## config.mk

```make
export PLATFORM = sky130hd
export DESIGN_NAME = seq_pattern_detector
export DESIGN_NICKNAME = d
export VERILOG_FILES = /design/src/rtl/seq_det_pkg.sv /design/src/rtl/sat_counter.sv /design/src/rtl/seq_pattern_detector.sv
export SDC_FILE = /design/constraint.sdc
export NUM_CORES = 1
export LEC_CHECK = 0
export BUFFER_PORTS_ARGS = -buffer_cell sky130_fd_sc_hd__buf_4
export CAP_MARGIN = 20
export CELL_PAD_IN_SITES_DETAIL_PLACEMENT = 1
export CELL_PAD_IN_SITES_GLOBAL_PLACEMENT = 2
export CORE_MARGIN = 3
export CORE_UTILIZATION = 29
export DETAILED_ROUTE_END_ITERATION = 7
export GPL_TIMING_DRIVEN = 0
export PLACE_DENSITY_LB_ADDON = 0.3
export SETUP_SLACK_MARGIN = 0.3
export SLEW_MARGIN = 20
export SYNTH_ARGS = -nofsm -noshare
export SYNTH_HDL_FRONTEND = slang
export SYNTH_HIERARCHICAL = 1
export SYNTH_SLANG_ARGS = --single-unit
```

## constraint.sdc

```tcl
create_clock -name clk -period 2.1 [get_ports clk]
set_input_delay 0.42 -clock clk [delete_from_list [all_inputs] [get_ports clk]]
set_output_delay 0.42 -clock clk [all_outputs]
set_load 0.01 [all_outputs]
```

## src/rtl/seq_det_pkg.sv

```systemverilog
// Shared types and constants for the serial pattern detector.
package seq_det_pkg;

  localparam int PAT_W_MIN = 2;
  localparam int PAT_W_MAX = 16;

  typedef enum logic {
    ST_FILL  = 1'b0,
    ST_ARMED = 1'b1
  } det_state_e;

endpackage : seq_det_pkg

```

## src/rtl/sat_counter.sv

```systemverilog
// Up-counter that holds at all-ones; a synchronous clear takes priority over inc.
module sat_counter #(
  parameter int WIDTH = 8
) (
  input  logic             clk,
  input  logic             rst_n,
  input  logic             inc,
  input  logic             clr,
  output logic [WIDTH-1:0] count
);

  logic [WIDTH-1:0] count_q, count_d;

  always_comb begin
    count_d = count_q;
    if (clr) begin
      count_d = '0;
    end else if (inc && (count_q != {WIDTH{1'b1}})) begin
      count_d = count_q + 1'b1;
    end
  end

  always_ff @(posedge clk or negedge rst_n) begin
    if (!rst_n) begin
      count_q <= '0;
    end else begin
      count_q <= count_d;
    end
  end

  assign count = count_q;

endmodule : sat_counter

```

## src/rtl/seq_pattern_detector.sv

```systemverilog
// Serial bit-pattern detector with loadable pattern, Mealy/Moore output timing,
// optional overlapping matches and a saturating match counter.
module seq_pattern_detector
  import seq_det_pkg::*;
#(
  parameter int             PAT_W     = 3,
  parameter logic [PAT_W-1:0] RESET_PAT = 3'b101,
  parameter bit             MOORE     = 1'b0,
  parameter bit             OVERLAP   = 1'b1,
  parameter int             COUNT_W   = 8
) (
  input  logic               clk,
  input  logic               reset_n,
  input  logic               x,
  input  logic               x_valid,
  input  logic               pat_load,
  input  logic [PAT_W-1:0]   pat_in,
  input  logic               cnt_clr,
  output logic               y,
  output logic [COUNT_W-1:0] match_count,
  output logic               busy
);

  localparam int FILL_W = $clog2(PAT_W + 1);
  localparam logic [FILL_W-1:0] FILL_FULL = FILL_W'(PAT_W);
  localparam logic [FILL_W-1:0] FILL_PRE  = FILL_W'(PAT_W - 2);

  if ((PAT_W < PAT_W_MIN) || (PAT_W > PAT_W_MAX)) begin : g_bad_pat_w
    $error("seq_pattern_detector: PAT_W out of range");
  end

  logic [PAT_W-1:0]  pat_q;
  logic [PAT_W-1:0]  hist_q;
  logic [FILL_W-1:0] fill_q;
  det_state_e        state_q;
  logic              y_q;

  logic              accept;
  logic [PAT_W-1:0]  cand;
  logic              match;

  // A bit arriving alongside pat_load belongs to the old pattern and is dropped.
  assign accept = x_valid && !pat_load;
  assign cand   = {hist_q[PAT_W-2:0], x};
  assign match  = accept && (state_q == ST_ARMED) && (cand == pat_q);

  always_ff @(posedge clk or negedge reset_n) begin
    if (!reset_n) begin
      pat_q   <= RESET_PAT;
      hist_q  <= '0;
      fill_q  <= '0;
      state_q <= ST_FILL;
      y_q     <= 1'b0;
    end else begin
      y_q <= match;
      if (pat_load) begin
        pat_q   <= pat_in;
        fill_q  <= '0;
        state_q <= ST_FILL;
      end else if (x_valid) begin
        hist_q <= cand;
        if (match && !OVERLAP) begin
          fill_q  <= '0;
          state_q <= ST_FILL;
        end else begin
          if (fill_q != FILL_FULL) begin
            fill_q <= fill_q + 1'b1;
          end
          // Armed once PAT_W-1 bits are held, so the next bit can complete a match.
          if (fill_q >= FILL_PRE) begin
            state_q <= ST_ARMED;
          end
        end
      end
    end
  end

  sat_counter #(
    .WIDTH (COUNT_W)
  ) u_match_cnt (
    .clk   (clk),
    .rst_n (reset_n),
    .inc   (match),
    .clr   (cnt_clr),
    .count (match_count)
  );

  assign y    = MOORE ? y_q : match;
  assign busy = (fill_q != '0);

endmodule : seq_pattern_detector

```

* After elaboration in Yosys (flattened, before gate mapping)
Index checks and enable logic that the tools add are counted.
Storage, ports and cells: flip-flop bits (word level) 16, input port bits 9, output and inout port bits 10, logic and storage cells 33
Operators by class: add/sub/neg operators 2, magnitude comparators 1, eq/ne operators 3, multiplexer cells 8, bitwise logic cells 1, reduce and logical (&&, ||, !) cells 13
Operators with widths (number):
- $mux 8 | 2
- $reduce_bool 2->1 | 5
- $add 8x1->8 const B | 1
- $ne 8x8->1 const B | 1
- $mux 2 | 3
- $reduce_and 2->1 | 3
- $logic_and 1x1->1 | 4
- $eq 3x3->1 | 1
- $mux 1 | 3
- $add 2x1->2 const B | 1
- $ge 2x1->1 const B | 1
- $ne 2x2->1 const B | 1
- $logic_not 1->1 | 1
- $not 1->1 | 1

* Longest topological paths before layout
word-level depth 7, mapped depth 8, mapped depth without buffers 6

* Hierarchy
Netlist, hierarchy kept.
By module, submodules not included:
- sat_counter | instances 1, cells each 49, area each 464.2 um^2, sequential area each 200.2 um^2
- seq_pattern_detector | instances 1, cells each 32, area each 409.1 um^2, sequential area each 202.7 um^2

* Least setup slack after synthesis
Ideal clock, no wire load.
kind input to register, start point input pat_load, end point register u_match_cnt.count_q[7] (netlist: u_match_cnt/count[7]), setup time 0.094 ns, data arrival time 1.818 ns, required time 2.006 ns, slack 0.189 ns, cell stages on the path 8, buffers on the path 2, cells stage by stage buf_6 nand2b_4 nor2_1 and4_1 buf_2 nand3_1 or3_1 a211oi_1
Between the ends: cells in the longest elaborated chain, start to end 6
Ends and longest elaborated chain:
- start: declaration | RTL line seq_pattern_detector.sv:16 | input logic pat_load,
- $logic_not 1->1 | RTL line seq_pattern_detector.sv:43 | assign accept = x_valid && !pat_load;
- $logic_and 1x1->1 | RTL line seq_pattern_detector.sv:43
- $logic_and 1x1->1 (2 in a row) | RTL line seq_pattern_detector.sv:45 | assign match = accept && (state_q == ST_ARMED) && (cand == pat_q);
- via y | RTL line seq_pattern_detector.sv:19 | output logic y,
- $logic_and 1x1->1 | RTL line sat_counter.sv:18 | end else if (inc && (count_q != {WIDTH{1'b1}})) begin
- $reduce_bool 2->1 (no line)
- end signal: assignment | RTL line sat_counter.sv:27 | count_q <= count_d;
- end: declaration | RTL line sat_counter.sv:12 | logic [WIDTH-1:0] count_q, count_d;
The timed path passes the listed nets, and every way through them passes these cells. A chain may end at the register's enable or synchronous reset.

* Final worst setup path
start point register pat_q[2], end point register u_match_cnt.count_q[7] (netlist: u_match_cnt/count[7])
Between the ends: cells in the longest elaborated chain, start to end 4
Ends and longest elaborated chain:
- start: declaration | RTL line seq_pattern_detector.sv:32 | logic [PAT_W-1:0] pat_q;
- start signal: assignment | RTL line seq_pattern_detector.sv:57 | pat_q <= pat_in;
- $eq 3x3->1 | RTL line seq_pattern_detector.sv:45
- $logic_and 1x1->1 | RTL line seq_pattern_detector.sv:45
- $logic_and 1x1->1 | RTL line sat_counter.sv:18
- $reduce_bool 2->1 (no line)
No other way between the ends.

==> reports/results.ini <==
[yosys]
yosysUniqueCellTypes = 35
synth_seq_area_share_pct = 46.1
ys_warn_count = 6
ys_ff_latch = 16
synth_area_um2 = 873
synth_top_area_cell = dfrtp_1
synth_area_leaders = dfrtp_1 (40%), mux2_2 (6.4%), dfstp_2 (6.0%)
async_reset_ff_share_pct = 100
synth-edff-count = 0
syn_nets = 93
yosysTopAreaCellShare_pct = 40.1
syn_avg_cell_area_um2 = 10.8
synthFlopType = dfrtp_1
synth_cells = 81

[pwr]
intPower_mw = 0.458
pwr-share-seq_pct = 56.5
comb_power_share_pct = 15.0
ir_drop_v = 0.000320
clkPwrFrac_pct = 28.5
p_switching_mw = 0.155
switching_share_pct = 25.2
finalPower_mw = 0.613
p_leak_nw = 0.503
power_density_nw_per_um2 = 536

[cts]
clock-sinks = 16
cts_buffer_depth = 2
cts_tree = yes
path_clk_slew_ps = 100
cts_buffers = 3
htreeDepth = 1
clockRootBuffer = clkbuf_4
clk_latency_ps = 290

[flow_run]
maxCapViolations = 0

[drt]
ant_nets = 0
via_per_inst = 5.07
drt_first_pass_iters = 4
first_iter_violations = 14
vias = 685
wl_per_cell_um = 13.8
drc = 0
wl_um = 1870

[floorplanning]
core_um2 = 2810
die_h_um = 60.9
die_w_um = 60.9
die_area_um2 = 3710
start_util_pct = 31.1
io_pins = 19
num_rows = 19

[worst_setup_path]
critPathKind = register to register
crit_fanout = 6
cp_num_buf_inv = 1
arrival_ps = 1950
start_kind = register
cp_top_family = simple AND/OR/NAND/NOR gates
slowest_stage = dfstp_2
cp-end-kind = register
max_stage_delay_ps = 550
cp_cell_sequence = xnor2_1 > and4_4 > buf_6 > nand3_4 > or3_4 > a211oi_2
required_ps = 2320

[cells_and_area]
diodes = 0
final_common_cell = buf_4
final_cell_mix = buf_4 (18), dfrtp_1 (14), nor2_1 (6), inv_1 (5), mux2_2 (5)
n_fill_cell = 336
nets = 117
drive_above_1_share_pct = 41.3
syn2layout_area_growth_pct = 30.9

[sta]
final.period_utilization_pct = 82.7
max_slew_margin_pct = 69.4
fmax_mhz = 576
hold_violations = 0
max_slew.worst_pin.slew_ps = 459
setup_viol = 0
fin_setup_tns_ps = 0
skew_ps = 11.6
finalMaxSlewViolations = 0
finalWorstSetupSlack_ps = 364
period_minus_slack_ps = 1740
rsz0062_at_grt = true

[placed_design]
gp_congestion = 0.741
dp_hpwl_um = 1380
dpl_worst_slack_ps = 155
portBuffers = 17

[global_routing]
grt_start_max_net_pins = 17
antenna_found_initial = 0
grt_usage_pct = 11.2
grt_pass1_wl_um = 3000
grt_pass1_vias = 671
gr-total-overflow = 0

[min_path]
hp-class = input pin to register

[status]
outcome = completed

cells in the mapped netlist, types with 2 or more instances:
| cell | count |
|---|---|
| a21oi_1 | 4 |
| and4_1 | 2 |
| dfrtp_1 | 14 |
| dfstp_2 | 2 |
| ha_1 | 3 |
| inv_1 | 5 |
| mux2_2 | 5 |
| mux2_4 | 2 |
| mux2i_1 | 2 |
| nand2_1 | 2 |
| nand2b_1 | 3 |
| nand3_1 | 2 |
| nor2_1 | 6 |
| nor2b_1 | 3 |
| nor3_1 | 4 |
| xnor2_1 | 3 |
worst reg2reg max path: stages (launching register included):
cell and delay [ps]:
dfstp_2 550, xnor2_1 110, and4_4 240, buf_6 120, nand3_4 100, or3_4 380, a211oi_2 170
power by group through the flow:
stage	Sequential [mW]	Combinational [mW]	Clock [mW]
3_3_place_gp	0.352	0.0895	0
5_1_grt	0.350	0.103	0.202
2_1_floorplan	0.348	0.0599	0
6_report	0.346	0.0918	0.175
4_1_cts	0.347	0.0935	0.189
3_5_place_dp	0.352	0.0922	0
metal layers:
metal	up-vias	wire, um	global-route usage, %
li1	331	-	-
met1	337	785	13.1
met2	15	977	19.1
met3	2	86	3.83
met4	0	16	3.72
met5	-	0	0
kinds of logic after synthesis:
family,count (synthesis),synth area share (%)
simple gates,31,21.6
flops,16,46.1
compound gates,10,7.31
mux,9,12.2
buf+inv,8,4.44
xor+xnor,4,4.01
fa+ha+maj,3,4.30
flip-flops by register name, indices dropped and copies added (netlist names):
name               flops
fill_q                 2
hist_q                 2
pat_q                  3
state_q                1
u_match_cnt/count      8
worst paths after layout:
check | from | to | slack (ps) | cells after the start
worst max-delay path | pat_q[2] | u_match_cnt/count[7] | 360 | 6
worst min-delay path | pat_load | state_q | 320 | 2
worst max register to register | pat_q[2] | u_match_cnt/count[7] | 360 | 6
worst min register to register | state_q | state_q | 520 | 2
max in group asynchronous | reset_n | pat_q[0] | 1310 | 2
min in group asynchronous | reset_n | u_match_cnt/count[0] | 520 | 2
metrics by stage:
stage / instances / hold WS, ps / instance area [um2] / util (%)
2_1_floorplan: 81 / 124 / 882 / -
3_3_place_gp: 129 / 299 / 1050 / 37.4
3_5_place_dp: 129 / 302 / 1050 / 37.4
4_1_cts: 134 / 302 / 1090 / 38.9
5_1_grt: 135 / 291 / 1140 / 40.8
6_report: 135 / 318 / 1140 / 40.8
layout make-up:
cell class,instances,area (um2),share of cell area (%)
clock buffer,4,26.3,2.30
buffer,3,26.3,2.30
tap,31,38.8,3.39
sequential,16,403,35.2
multi-input combinational,57,485,42.5
timing repair buffer,19,145,12.7
inverter,5,18.8,1.64
timing repair:
action	4_1_cts	5_1_grt
pin swaps	0	2
hold buffers	1	0
gates resized for setup	2	8
buffers inserted	0	1
setup endpoints to repair	2	5
hold endpoints to repair	14	0
Note: power is estimated with default switching activity, not from simulation.
